$ cat config.mk
export PLATFORM = sky130hd
export DESIGN_NAME = spi_controller
export DESIGN_NICKNAME = d
export VERILOG_FILES = /design/src/rtl/spi_ctrl_pkg.sv /design/src/rtl/spi_ctrl_timer.sv /design/src/rtl/spi_controller.sv
export SDC_FILE = /design/constraint.sdc
export NUM_CORES = 1
export LEC_CHECK = 0
export ABC_AREA = 1
export CORE_ASPECT_RATIO = 0.6
export CORE_MARGIN = 2
export CORE_UTILIZATION = 50
export DETAILED_ROUTE_END_ITERATION = 16
export PLACE_DENSITY_LB_ADDON = 0.05
export SYNTH_ARGS = -nofsm -noshare
export SYNTH_HDL_FRONTEND = slang
export SYNTH_SLANG_ARGS = --single-unit
export TNS_END_PERCENT = 30
$ cat constraint.sdc
create_clock -name clk -period 1.8 [get_ports clk]
set_input_delay 0.36 -clock clk [delete_from_list [all_inputs] [get_ports clk]]
set_output_delay 0.36 -clock clk [all_outputs]
set_load 0.01 [all_outputs]
$ cat src/rtl/spi_ctrl_pkg.sv
// SPI controller shared definitions: frame layout, FSM states and a
// small helper used to size the phase timer.
package spi_ctrl_pkg;

    localparam int FRAME_W  = 16;
    localparam int ADDR_W   = 7;
    localparam int DATA_W   = 8;
    localparam int RW_BIT   = 15;
    localparam int ADDR_MSB = 14;
    localparam int ADDR_LSB = 8;

    typedef enum logic [2:0] {
        ST_IDLE,
        ST_SETUP,
        ST_SHIFT_HI,
        ST_SHIFT_LO,
        ST_HOLD,
        ST_GAP
    } state_e;

    function automatic int max4(input int a, input int b,
                                input int c, input int d);
        int m;
        m = a;
        if (b > m) m = b;
        if (c > m) m = c;
        if (d > m) m = d;
        return m;
    endfunction

endpackage

$ cat src/rtl/spi_ctrl_timer.sv
// Loadable down-counter that times every SPI phase; zero_o flags the last
// cycle of a phase. Ports: clk_i, rst_ni, load_i, load_val_i, zero_o.
module spi_ctrl_timer #(
    parameter int WIDTH = 2
) (
    input  logic             clk_i,
    input  logic             rst_ni,
    input  logic             load_i,
    input  logic [WIDTH-1:0] load_val_i,
    output logic             zero_o
);

    logic [WIDTH-1:0] cnt_q, cnt_d;

    always_comb begin
        cnt_d = cnt_q;
        if (load_i) begin
            cnt_d = load_val_i;
        end else if (cnt_q != '0) begin
            cnt_d = cnt_q - 1'b1;
        end
    end

    always_ff @(posedge clk_i or negedge rst_ni) begin
        if (!rst_ni) begin
            cnt_q <= '0;
        end else begin
            cnt_q <= cnt_d;
        end
    end

    assign zero_o = (cnt_q == '0);

endmodule

$ cat src/rtl/spi_controller.sv
// SPI mode-0 initiator: shifts one 16-bit frame {rw, addr, data} per
// valid/ready request, MSB first, and pulses done at the end of the gap.
// Ports: clk, rst_n, req_valid/req_ready/req_rw/req_addr/req_data,
// busy, done, rd_data, sclk, ncs, copi, cipo.
// Macro SPI_CONTROLLER_READBACK_EN enables read frames and rd_data capture.
module spi_controller
    import spi_ctrl_pkg::*;
#(
    parameter int CLK_DIV  = 4,
    parameter int CS_SETUP = 2,
    parameter int CS_HOLD  = 2,
    parameter int CS_IDLE  = 4
) (
    input  logic              clk,
    input  logic              rst_n,
    input  logic              req_valid,
    output logic              req_ready,
    input  logic              req_rw,
    input  logic [ADDR_W-1:0] req_addr,
    input  logic [DATA_W-1:0] req_data,
    output logic              busy,
    output logic              done,
    output logic [DATA_W-1:0] rd_data,
    output logic              sclk,
    output logic              ncs,
    output logic              copi,
    input  logic              cipo
);

    localparam int MAXV = max4(CLK_DIV, CS_SETUP, CS_HOLD, CS_IDLE);
    localparam int TW   = (MAXV > 1) ? $clog2(MAXV) : 1;

    localparam logic [TW-1:0] LD_SETUP = TW'(CS_SETUP - 1);
    localparam logic [TW-1:0] LD_HALF  = TW'(CLK_DIV - 1);
    localparam logic [TW-1:0] LD_HOLD  = TW'(CS_HOLD - 1);
    localparam logic [TW-1:0] LD_IDLE  = TW'(CS_IDLE - 1);

    state_e               state_q, state_d;
    logic [FRAME_W-1:0]   shreg_q, shreg_d;
    logic [3:0]           bit_q, bit_d;
    logic [TW-1:0]        load_val;
    logic                 tmr_zero;
    logic                 accept;
    logic                 rw_bit;
    logic                 cs_active;

    // Ready also in the last gap cycle so back-to-back frames keep
    // exactly CS_IDLE cycles of ncs high.
    assign done      = (state_q == ST_GAP) && tmr_zero;
    assign req_ready = (state_q == ST_IDLE) || done;
    assign busy      = !req_ready;
    assign accept    = req_valid && req_ready;

    always_comb begin
        state_d = state_q;
        shreg_d = shreg_q;
        bit_d   = bit_q;
        unique case (state_q)
            ST_IDLE: ;
            ST_SETUP: begin
                if (tmr_zero) state_d = ST_SHIFT_HI;
            end
            ST_SHIFT_HI: begin
                if (tmr_zero) begin
                    bit_d = bit_q + 4'd1;
                    if (bit_q == 4'd15) begin
                        state_d = ST_HOLD;
                    end else begin
                        state_d = ST_SHIFT_LO;
                        shreg_d = {shreg_q[FRAME_W-2:0], 1'b0};
                    end
                end
            end
            ST_SHIFT_LO: begin
                if (tmr_zero) state_d = ST_SHIFT_HI;
            end
            ST_HOLD: begin
                if (tmr_zero) state_d = ST_GAP;
            end
            ST_GAP: begin
                if (tmr_zero) state_d = ST_IDLE;
            end
            default: state_d = ST_IDLE;
        endcase
        if (accept) begin
            state_d = ST_SETUP;
            shreg_d = {rw_bit, req_addr, req_data};
            bit_d   = 4'd0;
        end
    end

    always_comb begin
        load_val = '0;
        unique case (state_d)
            ST_SETUP:    load_val = LD_SETUP;
            ST_SHIFT_HI: load_val = LD_HALF;
            ST_SHIFT_LO: load_val = LD_HALF;
            ST_HOLD:     load_val = LD_HOLD;
            ST_GAP:      load_val = LD_IDLE;
            default:     load_val = '0;
        endcase
    end

    always_ff @(posedge clk or negedge rst_n) begin
        if (!rst_n) begin
            state_q <= ST_IDLE;
            shreg_q <= '0;
            bit_q   <= '0;
        end else begin
            state_q <= state_d;
            shreg_q <= shreg_d;
            bit_q   <= bit_d;
        end
    end

    // Reloaded on every state change so no phase can inherit a stale count.
    spi_ctrl_timer #(
        .WIDTH (TW)
    ) u_timer (
        .clk_i      (clk),
        .rst_ni     (rst_n),
        .load_i     (state_d != state_q),
        .load_val_i (load_val),
        .zero_o     (tmr_zero)
    );

    assign cs_active = (state_q == ST_SETUP) || (state_q == ST_SHIFT_HI) ||
                       (state_q == ST_SHIFT_LO) || (state_q == ST_HOLD);
    assign ncs  = !cs_active;
    assign sclk = (state_q == ST_SHIFT_HI);
    assign copi = cs_active && shreg_q[FRAME_W-1];

`ifdef SPI_CONTROLLER_READBACK_EN
    logic              rw_q;
    logic [DATA_W-1:0] rx_q;
    logic [DATA_W-1:0] rd_q;

    // cipo is taken on the edge that raises sclk; the last eight samples
    // are the data field. Loaded before the gap so it is valid with done.
    always_ff @(posedge clk or negedge rst_n) begin
        if (!rst_n) begin
            rw_q <= 1'b1;
            rx_q <= '0;
            rd_q <= '0;
        end else begin
            if (accept) rw_q <= req_rw;
            if (state_d == ST_SHIFT_HI && state_q != ST_SHIFT_HI) begin
                rx_q <= {rx_q[DATA_W-2:0], cipo};
            end
            if (state_q == ST_HOLD && state_d == ST_GAP && !rw_q) begin
                rd_q <= rx_q;
            end
        end
    end

    assign rw_bit  = req_rw;
    assign rd_data = rd_q;
`else
    logic unused_inputs;
    assign unused_inputs = ^{req_rw, cipo};
    assign rw_bit  = 1'b1;
    assign rd_data = '0;
`endif

endmodule
## Yosys cells after proc, flatten, opt, wreduce, memory -nomap -nowiden

Cells that the tools add are included.

| cells by class | value |
|---|---|
| mux-type cells | 17 |
| equality and inequality tests | 13 |
| reduce and logical (&&, ||, !) cells | 20 |
| $add $sub $neg | 2 |

Operator list:

| operator | number |
|---|---|
| 16-bit 2-to-1 mux | 4 |
| 3-bit 2-to-1 mux | 6 |
| 3-bit one-hot mux with 5 select lines | 1 |
| 3-bit by 2-bit equality test with 1-bit output, second input constant | 4 |
| 3-bit equality test, second input constant | 4 |
| 4-bit 2-to-1 mux | 3 |
| 2-bit nonzero test | 4 |
| 3-bit by 1-bit equality test with 1-bit output, second input constant | 2 |
| 4-bit by 1-bit adder with 4-bit output, second input constant | 1 |
| 4-bit equality test, second input constant | 1 |
| 1-bit logical OR | 4 |
| 2-bit 2-to-1 mux | 2 |
| 2-bit one-hot mux with 2 select lines | 1 |
| 2-bit OR reduction | 2 |
| 1-bit logical AND | 3 |
| 3-bit logical NOT | 1 |
| 3-bit != test | 1 |
| 3-bit AND reduction | 1 |
| 3-bit OR reduction | 1 |
| 1-bit logical NOT | 2 |
| 2-bit logical NOT | 1 |
| 2-bit != test, second input constant | 1 |
| 2-bit AND reduction | 1 |
| 2-bit by 1-bit subtractor with 2-bit output, second input constant | 1 |

| storage, ports and cells | value |
|---|---|
| logic and storage cells | 56 |
| output and inout bits | 14 |
| register bits | 25 |

## Longest topological paths before layout

| logic depth | value |
|---|---|
| depth in word-level cells | 9 |
| mapped depth | 13 |
| gate-level depth less buffers | 12 |

## Hierarchy

From an unflattened synthesis, not the netlist that was laid out.

| unflattened totals | value |
|---|---|
| cell total of the unflattened synthesis | 188 |
| area, all modules | 1529.0 um^2 |

Modules (own cells, without submodules):

| module | cells each | sequential area each (um^2) | times used | area each (um^2) |
|---|---|---|---|---|
| spi_controller | 171 | 575.6 | 1 | 1408.9 |
| spi_ctrl_timer | 17 | 50.0 | 1 | 120.1 |

## Worst setup path before layout

No wires, ideal clock.

| path | value |
|---|---|
| kind | flip-flop to flip-flop |
| start | register u_timer.cnt_q[0] |
| end | register u_timer.cnt_q[1] |
| data arrival time | 1.442 ns |
| clock period less this slack | 1.558 ns |
| cell stages (with the launch flop) | 13 |
| buffers on the path | 1 |
| setup time | 0.116 ns |
| slack | 0.242 ns |
| path through | dfrtp_1 > inv_1 > ha_1 > buf_6 > nand4_1 > nand2_4 > nand2_8 > nand3_4 > nand2_1 > nand2_2 > nand2_2 > nand2_1 > nand2_1 |

| on the way | value |
|---|---|
| longest elaborated chain between the ends | 9 |
| elaborated cells on any way between the ends | 24 |
| classes of those cells | add/sub: 1; eq/ne: 6; mux: 9; reduce/logical: 8 |

Ends and longest elaborated chain:

| what | line | source |
|---|---|---|
| start: declaration | spi_ctrl_timer.sv:13 | `logic [WIDTH-1:0] cnt_q, cnt_d;` |
| start signal: assignment | spi_ctrl_timer.sv:28 | `cnt_q <= cnt_d;` |
| 2-bit logical NOT * | spi_ctrl_timer.sv:32 | `assign zero_o = (cnt_q == '0);` |
| 1-bit logical AND * | spi_controller.sv:49 | `assign done = (state_q == ST_GAP) && tmr_zero;` |
| 1-bit logical OR * | spi_controller.sv:50 | `assign req_ready = (state_q == ST_IDLE) \|\| done;` |
| named net req_ready | spi_controller.sv:17 | `output logic req_ready,` |
| 1-bit logical AND * | spi_controller.sv:52 | `assign accept = req_valid && req_ready;` |
| 3-bit 2-to-1 mux * | spi_controller.sv:85 | `if (accept) begin` |
| named net state_d[0] | spi_controller.sv:38 | `state_e state_q, state_d;` |
| 3-bit equality test, or another cell as far along | spi_controller.sv:94 | `unique case (state_d)` |
| 3-bit OR reduction (no line) or 2-bit OR reduction (tied branches) | -- |  |
| 2-bit one-hot mux with 2 select lines | spi_controller.sv:94 |  |
| 2-bit 2-to-1 mux | spi_ctrl_timer.sv:17 | `if (load_i) begin` |

Mark *: on every way through the listed nets, which the timed path passes. The rest lies on a longest branch. The select of a mux whose other input is x is not followed.
A chain may end at the register's enable or synchronous reset.

## Worst setup path after layout

| path | value |
|---|---|
| start | register state_q[0] |
| end | output port copi |

| on the way | value |
|---|---|
| longest elaborated chain between the ends | 5 |
| elaborated cells on any way between the ends | 8 |
| classes of those cells | eq/ne: 4; reduce/logical: 4 |

Ends and longest elaborated chain:

| what | line | source |
|---|---|---|
| start: declaration | spi_controller.sv:38 |  |
| start signal: assignment | spi_controller.sv:110 | `state_q <= state_d;` |
| 3-bit by 1-bit equality test with 1-bit output or 3-bit by 2-bit equality test with 1-bit output (tied branches) | spi_controller.sv:127 | `assign cs_active = (state_q == ST_SETUP) \|\| (state_q == ST_SHIFT_HI) \|\|` |
| 1-bit logical OR (2 in a row) | spi_controller.sv:127 |  |
| 1-bit logical OR * | spi_controller.sv:128 | `(state_q == ST_SHIFT_LO) \|\| (state_q == ST_HOLD);` |
| 1-bit logical AND * | spi_controller.sv:131 | `assign copi = cs_active && shreg_q[FRAME_W-1];` |
| end: declaration | spi_controller.sv:26 | `output logic copi,` |

Every way passes the cells marked *; elsewhere a longest branch is shown, timed or not.

==> flow_summary.html <==
<table>
<tr><th>Metric</th><th>Value</th></tr>
<tr><th colspan="2">Status</th></tr>
<tr><td>Outcome</td><td>finished, final reports clean</td></tr>
<tr><th colspan="2">Global route</th></tr>
<tr><td>Met2 layer usage reported by global route</td><td>31.25%</td></tr>
<tr><td>Overflow after GRT</td><td>0</td></tr>
<tr><td>Total global routing track utilization</td><td>18.92%</td></tr>
<tr><td>Largest net degree at the start of global routing</td><td>26</td></tr>
<tr><td>Most Used Layer, Global Route</td><td>met2</td></tr>
<tr><td>Via count of the first global-routing pass</td><td>1125</td></tr>
<tr><td>Met1 track demand over resource in global routing</td><td>25.89%</td></tr>
<tr><td>Met3 routing resource usage after global routing</td><td>5.577%</td></tr>
<tr><td>Wire length of the first global-routing pass</td><td>5.223 mm</td></tr>
<tr><td>Number of antenna violations at the first check in global routing</td><td>0</td></tr>
<tr><th colspan="2">Place</th></tr>
<tr><td>HPWL after detailed placement</td><td>2.386 mm</td></tr>
<tr><td>Buffers added on ports</td><td>23</td></tr>
<tr><td>Number of placed instances, taps included</td><td>241</td></tr>
<tr><td>Cell area after placement</td><td>1873 um2</td></tr>
<tr><td>Final weighted congestion in routability-driven placement</td><td>0.8325</td></tr>
<tr><th colspan="2">Min path</th></tr>
<tr><td>Class of the most critical hold timing path</td><td>in2async</td></tr>
<tr><th colspan="2">Die</th></tr>
<tr><td>Core Box Area</td><td>2909 um2</td></tr>
<tr><td>Die height</td><td>47.22 um</td></tr>
<tr><td>Effective utilization at floorplan</td><td>53.51%</td></tr>
<tr><td>Die Outline Area</td><td>3590 um2</td></tr>
<tr><td>Chip Width</td><td>76.03 um</td></tr>
<tr><td>Top-Level Pins</td><td>34</td></tr>
<tr><td>Num rows</td><td>15</td></tr>
<tr><th colspan="2">Clock tree</th></tr>
<tr><td>Buffer levels on the longest clock path</td><td>2</td></tr>
<tr><td>Total number of clock tree sinks</td><td>25</td></tr>
<tr><td>Hold Buf Count CTS</td><td>0</td></tr>
<tr><td>Number of buffers added by the clock tree synthesis step</td><td>3</td></tr>
<tr><td>Clock root buffer</td><td>sky130_fd_sc_hd__clkbuf_8</td></tr>
<tr><td>Htree depth</td><td>1</td></tr>
<tr><td>Worst-Skew Late Latency</td><td>0.26 ns</td></tr>
<tr><td>Clock-pin slew reported for the worst setup and hold paths after clock tree synthesis</td><td>0.08 ns</td></tr>
<tr><td>TritonCTS clock tree</td><td>done</td></tr>
<tr><th colspan="2">Finish</th></tr>
<tr><td>Total non-filler cell area in the finished layout</td><td>1967 um2</td></tr>
<tr><td>Nets</td><td>230</td></tr>
<tr><td>Number of filler cells placed in the layout</td><td>244</td></tr>
<tr><td>Multi-input logic area</td><td>768.2 um2</td></tr>
<tr><td>Register area</td><td>625.6 um2</td></tr>
<tr><td>Most frequent cells in the layout</td><td>sky130_fd_sc_hd__nand2_1 (31), sky130_fd_sc_hd__dfrtp_1 (25), sky130_fd_sc_hd__inv_1 (21), sky130_fd_sc_hd__buf_4 (18), sky130_fd_sc_hd__clkdlybuf4s50_1 (17)</td></tr>
<tr><td>Ant. Diodes</td><td>0</td></tr>
<tr><td>Fraction of layout cells with a size suffix above 1</td><td>33.50%</td></tr>
<tr><td>Number of non-filler instances in the completed layout</td><td>248</td></tr>
<tr><td>Syn-to-layout area delta</td><td>26.37%</td></tr>
<tr><td>Most frequent standard cell in the layout excluding fill and tap cells</td><td>sky130_fd_sc_hd__nand2_1</td></tr>
<tr><th colspan="2">Critical path</th></tr>
<tr><td>Worst endpoint data arrival time</td><td>1.42 ns</td></tr>
<tr><td>Category of the worst setup path launch point</td><td>flop</td></tr>
<tr><td>Critical path fanouts, max</td><td>4</td></tr>
<tr><td>FF-to-FF Start</td><td>u_timer.cnt_q[1]</td></tr>
<tr><td>Crit path from</td><td>state_q[0]</td></tr>
<tr><td>Kind of critical path</td><td>reg2out</td></tr>
<tr><td>Required arrival time at the worst endpoint</td><td>1.44 ns</td></tr>
<tr><td>Critical Path Sink Type</td><td>output port</td></tr>
<tr><th colspan="2">STA</th></tr>
<tr><td>Setup violators final</td><td>0</td></tr>
<tr><td>Maximum clock skew at final layout</td><td>0.002949 ns</td></tr>
<tr><td>Period utilisation layout</td><td>98.74%</td></tr>
<tr><td>Max Clk Rate</td><td>562.7 MHz</td></tr>
<tr><td>Final hold violations</td><td>0</td></tr>
<tr><td>Number of pins with negative max-slew slack in the final report</td><td>0</td></tr>
<tr><td>Unrepaired setup endpoints after global routing</td><td>true</td></tr>
<tr><td>Min Clock Period, post-route</td><td>1.777 ns</td></tr>
<tr><th colspan="2">Drt</th></tr>
<tr><td>Via count of the routed design</td><td>1226</td></tr>
<tr><td>Post-route antenna net violation count</td><td>0</td></tr>
<tr><td>Wire length after detailed routing</td><td>3.097 mm</td></tr>
<tr><td>DRC violation total after the first TritonRoute iteration</td><td>64</td></tr>
<tr><td>Post-route DRC violation count</td><td>0</td></tr>
<tr><td>Post-detailed-route wirelength per cell</td><td>12.49 um</td></tr>
<tr><td>Vias per cell</td><td>4.944</td></tr>
<tr><td>Number of detailed-route iterations in the first pass</td><td>4</td></tr>
<tr><th colspan="2">Power</th></tr>
<tr><td>Internal Dissipation</td><td>752.2 uW</td></tr>
<tr><td>Part of the power in registers</td><td>59.7%</td></tr>
<tr><td>Switching power summed over all nets</td><td>187.0 uW</td></tr>
<tr><td>Switching Fraction</td><td>19.91%</td></tr>
<tr><td>Peak VDD IR</td><td>356.0 uV</td></tr>
<tr><td>Share of power burned in the clock network</td><td>34.1%</td></tr>
<tr><td>Power share of the combinational group</td><td>6.2%</td></tr>
<tr><td>Power density normalized to cell area</td><td>477.5 nW/um2</td></tr>
<tr><td>Leakage power total</td><td>0.9253 nW</td></tr>
<tr><th colspan="2">Synthesis</th></tr>
<tr><td>Count of flip-flops with a built-in enable after synthesis</td><td>0</td></tr>
<tr><td>Share of the synthesized area in the top cell type</td><td>40.19%</td></tr>
<tr><td>Post-Synth Simple-Gate Area</td><td>24.76%</td></tr>
<tr><td>Seq cells post-synth</td><td>25</td></tr>
<tr><td>Fraction of the mapped netlist area in compound gates</td><td>16.16%</td></tr>
<tr><td>Mean cell area of the mapped netlist</td><td>9.376 um2</td></tr>
<tr><td>Top_reg_cell synth</td><td>sky130_fd_sc_hd__dfrtp_1</td></tr>
<tr><td>Sequential fraction of the synthesis area</td><td>40.19%</td></tr>
<tr><td>Main area contributors after synthesis</td><td>sky130_fd_sc_hd__dfrtp_1 (40%), sky130_fd_sc_hd__o221ai_2 (7.7%), sky130_fd_sc_hd__nand2_1 (7.5%)</td></tr>
<tr><td>Cell accounting for the most synthesized area</td><td>sky130_fd_sc_hd__dfrtp_1</td></tr>
<tr><td>Synthesized-area fraction occupied by adder cells</td><td>2.412%</td></tr>
<tr><td>Warnings from Yosys</td><td>0</td></tr>
<tr><td>Post-Syn Instances</td><td>166</td></tr>
<tr><td>Multiplexer fraction of the synthesized cell area</td><td>0%</td></tr>
<tr><td>Largest family of logic cells by synthesized area</td><td>simple AND/OR/NAND/NOR gates</td></tr>
<tr><td>Asr flop ratio synth</td><td>100.0%</td></tr>
<tr><td>Xor and xnor fraction of the mapped netlist area</td><td>1.688%</td></tr>
<tr><td>Number of distinct library cell variants in the gate-level netlist after synthesis</td><td>30</td></tr>
<tr><td>Summed instance area of the synthesized netlist</td><td>1556 um2</td></tr>
<tr><th colspan="2">Flow run</th></tr>
<tr><td>Max-capacitance violation count</td><td>0</td></tr>
</table>
## power by group through the flow
stage	Sequential, mW	Clock (mW)	Combinational, mW
global route	0.561	0.356	0.0635
detailed placement	0.572	0	0.0582
floorplan	0.572	0	0.0201
CTS	0.561	0.340	0.0586
global placement	0.572	0	0.0577
finish	0.561	0.320	0.0579
## worst paths after layout
kind                                    endpoint  slack (ns)  depth (start not counted)
worst min-delay path                 shreg_q[13]        0.46                          2
worst max-delay path                        copi        0.02                          5
max in group asynchronous            shreg_q[15]        1.10                          2
worst max register to register  u_timer.cnt_q[1]        0.07                         13
worst min register to register       shreg_q[15]        0.50                          2
min in group clk                     shreg_q[15]        0.50                          2
## layout make-up
type	instances	area share [%]
clock buffers	4	2.290
repair buffers	41	17.75
well taps	42	2.672
flip-flops and latches	25	31.81
multi-input cells	105	39.06
inverters	31	6.425
## critical path, cell delays in order (launching register included)
cell                              delay (ns)
sky130_fd_sc_hd__dfrtp_1                0.43
sky130_fd_sc_hd__nor2_2                 0.13
sky130_fd_sc_hd__nand2_1                0.08
sky130_fd_sc_hd__and3_1                 0.20
sky130_fd_sc_hd__nor2_1                 0.09
sky130_fd_sc_hd__clkdlybuf4s15_2        0.22
## per-layer routing
metal  share of wire [%]  vias to the layer above
met5                   0                        -
met4                0.26                        0
met3                 6.6                        2
met2                  43                       35
met1                  50                      577
li1                    -                      612
## synthesized netlist by cell type (4+ instances only)
master / n
sky130_fd_sc_hd__inv_1: 25
sky130_fd_sc_hd__nand2_1: 31
sky130_fd_sc_hd__o21ai_1: 4
sky130_fd_sc_hd__nor2_1: 6
sky130_fd_sc_hd__inv_2: 5
sky130_fd_sc_hd__buf_6: 4
sky130_fd_sc_hd__nand4_1: 4
sky130_fd_sc_hd__nand3_1: 7
sky130_fd_sc_hd__o221ai_1: 4
sky130_fd_sc_hd__o221ai_2: 8
sky130_fd_sc_hd__dfrtp_1: 25
sky130_fd_sc_hd__buf_4: 8
## per-stage QoR
step | util (%) | total power, mW | worst slack, ns | hold slack (ns) | setup TNS, ns
floorplan | - | 0.5926 | 0.2420 | 0.06441 | 0
global placement | 64.39 | 0.6300 | 0.005434 | 0.4832 | 0
detailed placement | 64.39 | 0.6304 | -0.03980 | 0.4768 | -0.08373
CTS | 66.58 | 0.9592 | -0.01761 | 0.4609 | -0.01761
global route | 67.61 | 0.9801 | -0.07264 | 0.4715 | -0.1849
finish | 67.61 | 0.9392 | 0.02271 | 0.4583 | 0
## flip-flops by register name, indices dropped and copies added, names as in the netlist
| register | cells |
|---|---|
| shreg_q | 16 |
| u_timer.cnt_q | 2 |
| bit_q | 4 |
| state_q | 3 |
## cells by family (layout without fill, tap and decap cells)
kind of cell,after synthesis,in the layout
and+or+nand+nor,66,66
buffers and inverters,43,76
AOI/OAI and AO/OA,25,25
DFF,25,25
adders and majority gates,3,3
xor gates and xnor gates,3,3
other,1,8
## timing repair
action / 4_1_cts / 5_1_grt
endpoints found under the setup margin: 8 / 12
pin swaps: 2 / 6
gates resized for setup: 15 / 14
setup buffers: 2 / 1
Note: power is estimated with default switching activity, not from simulation.
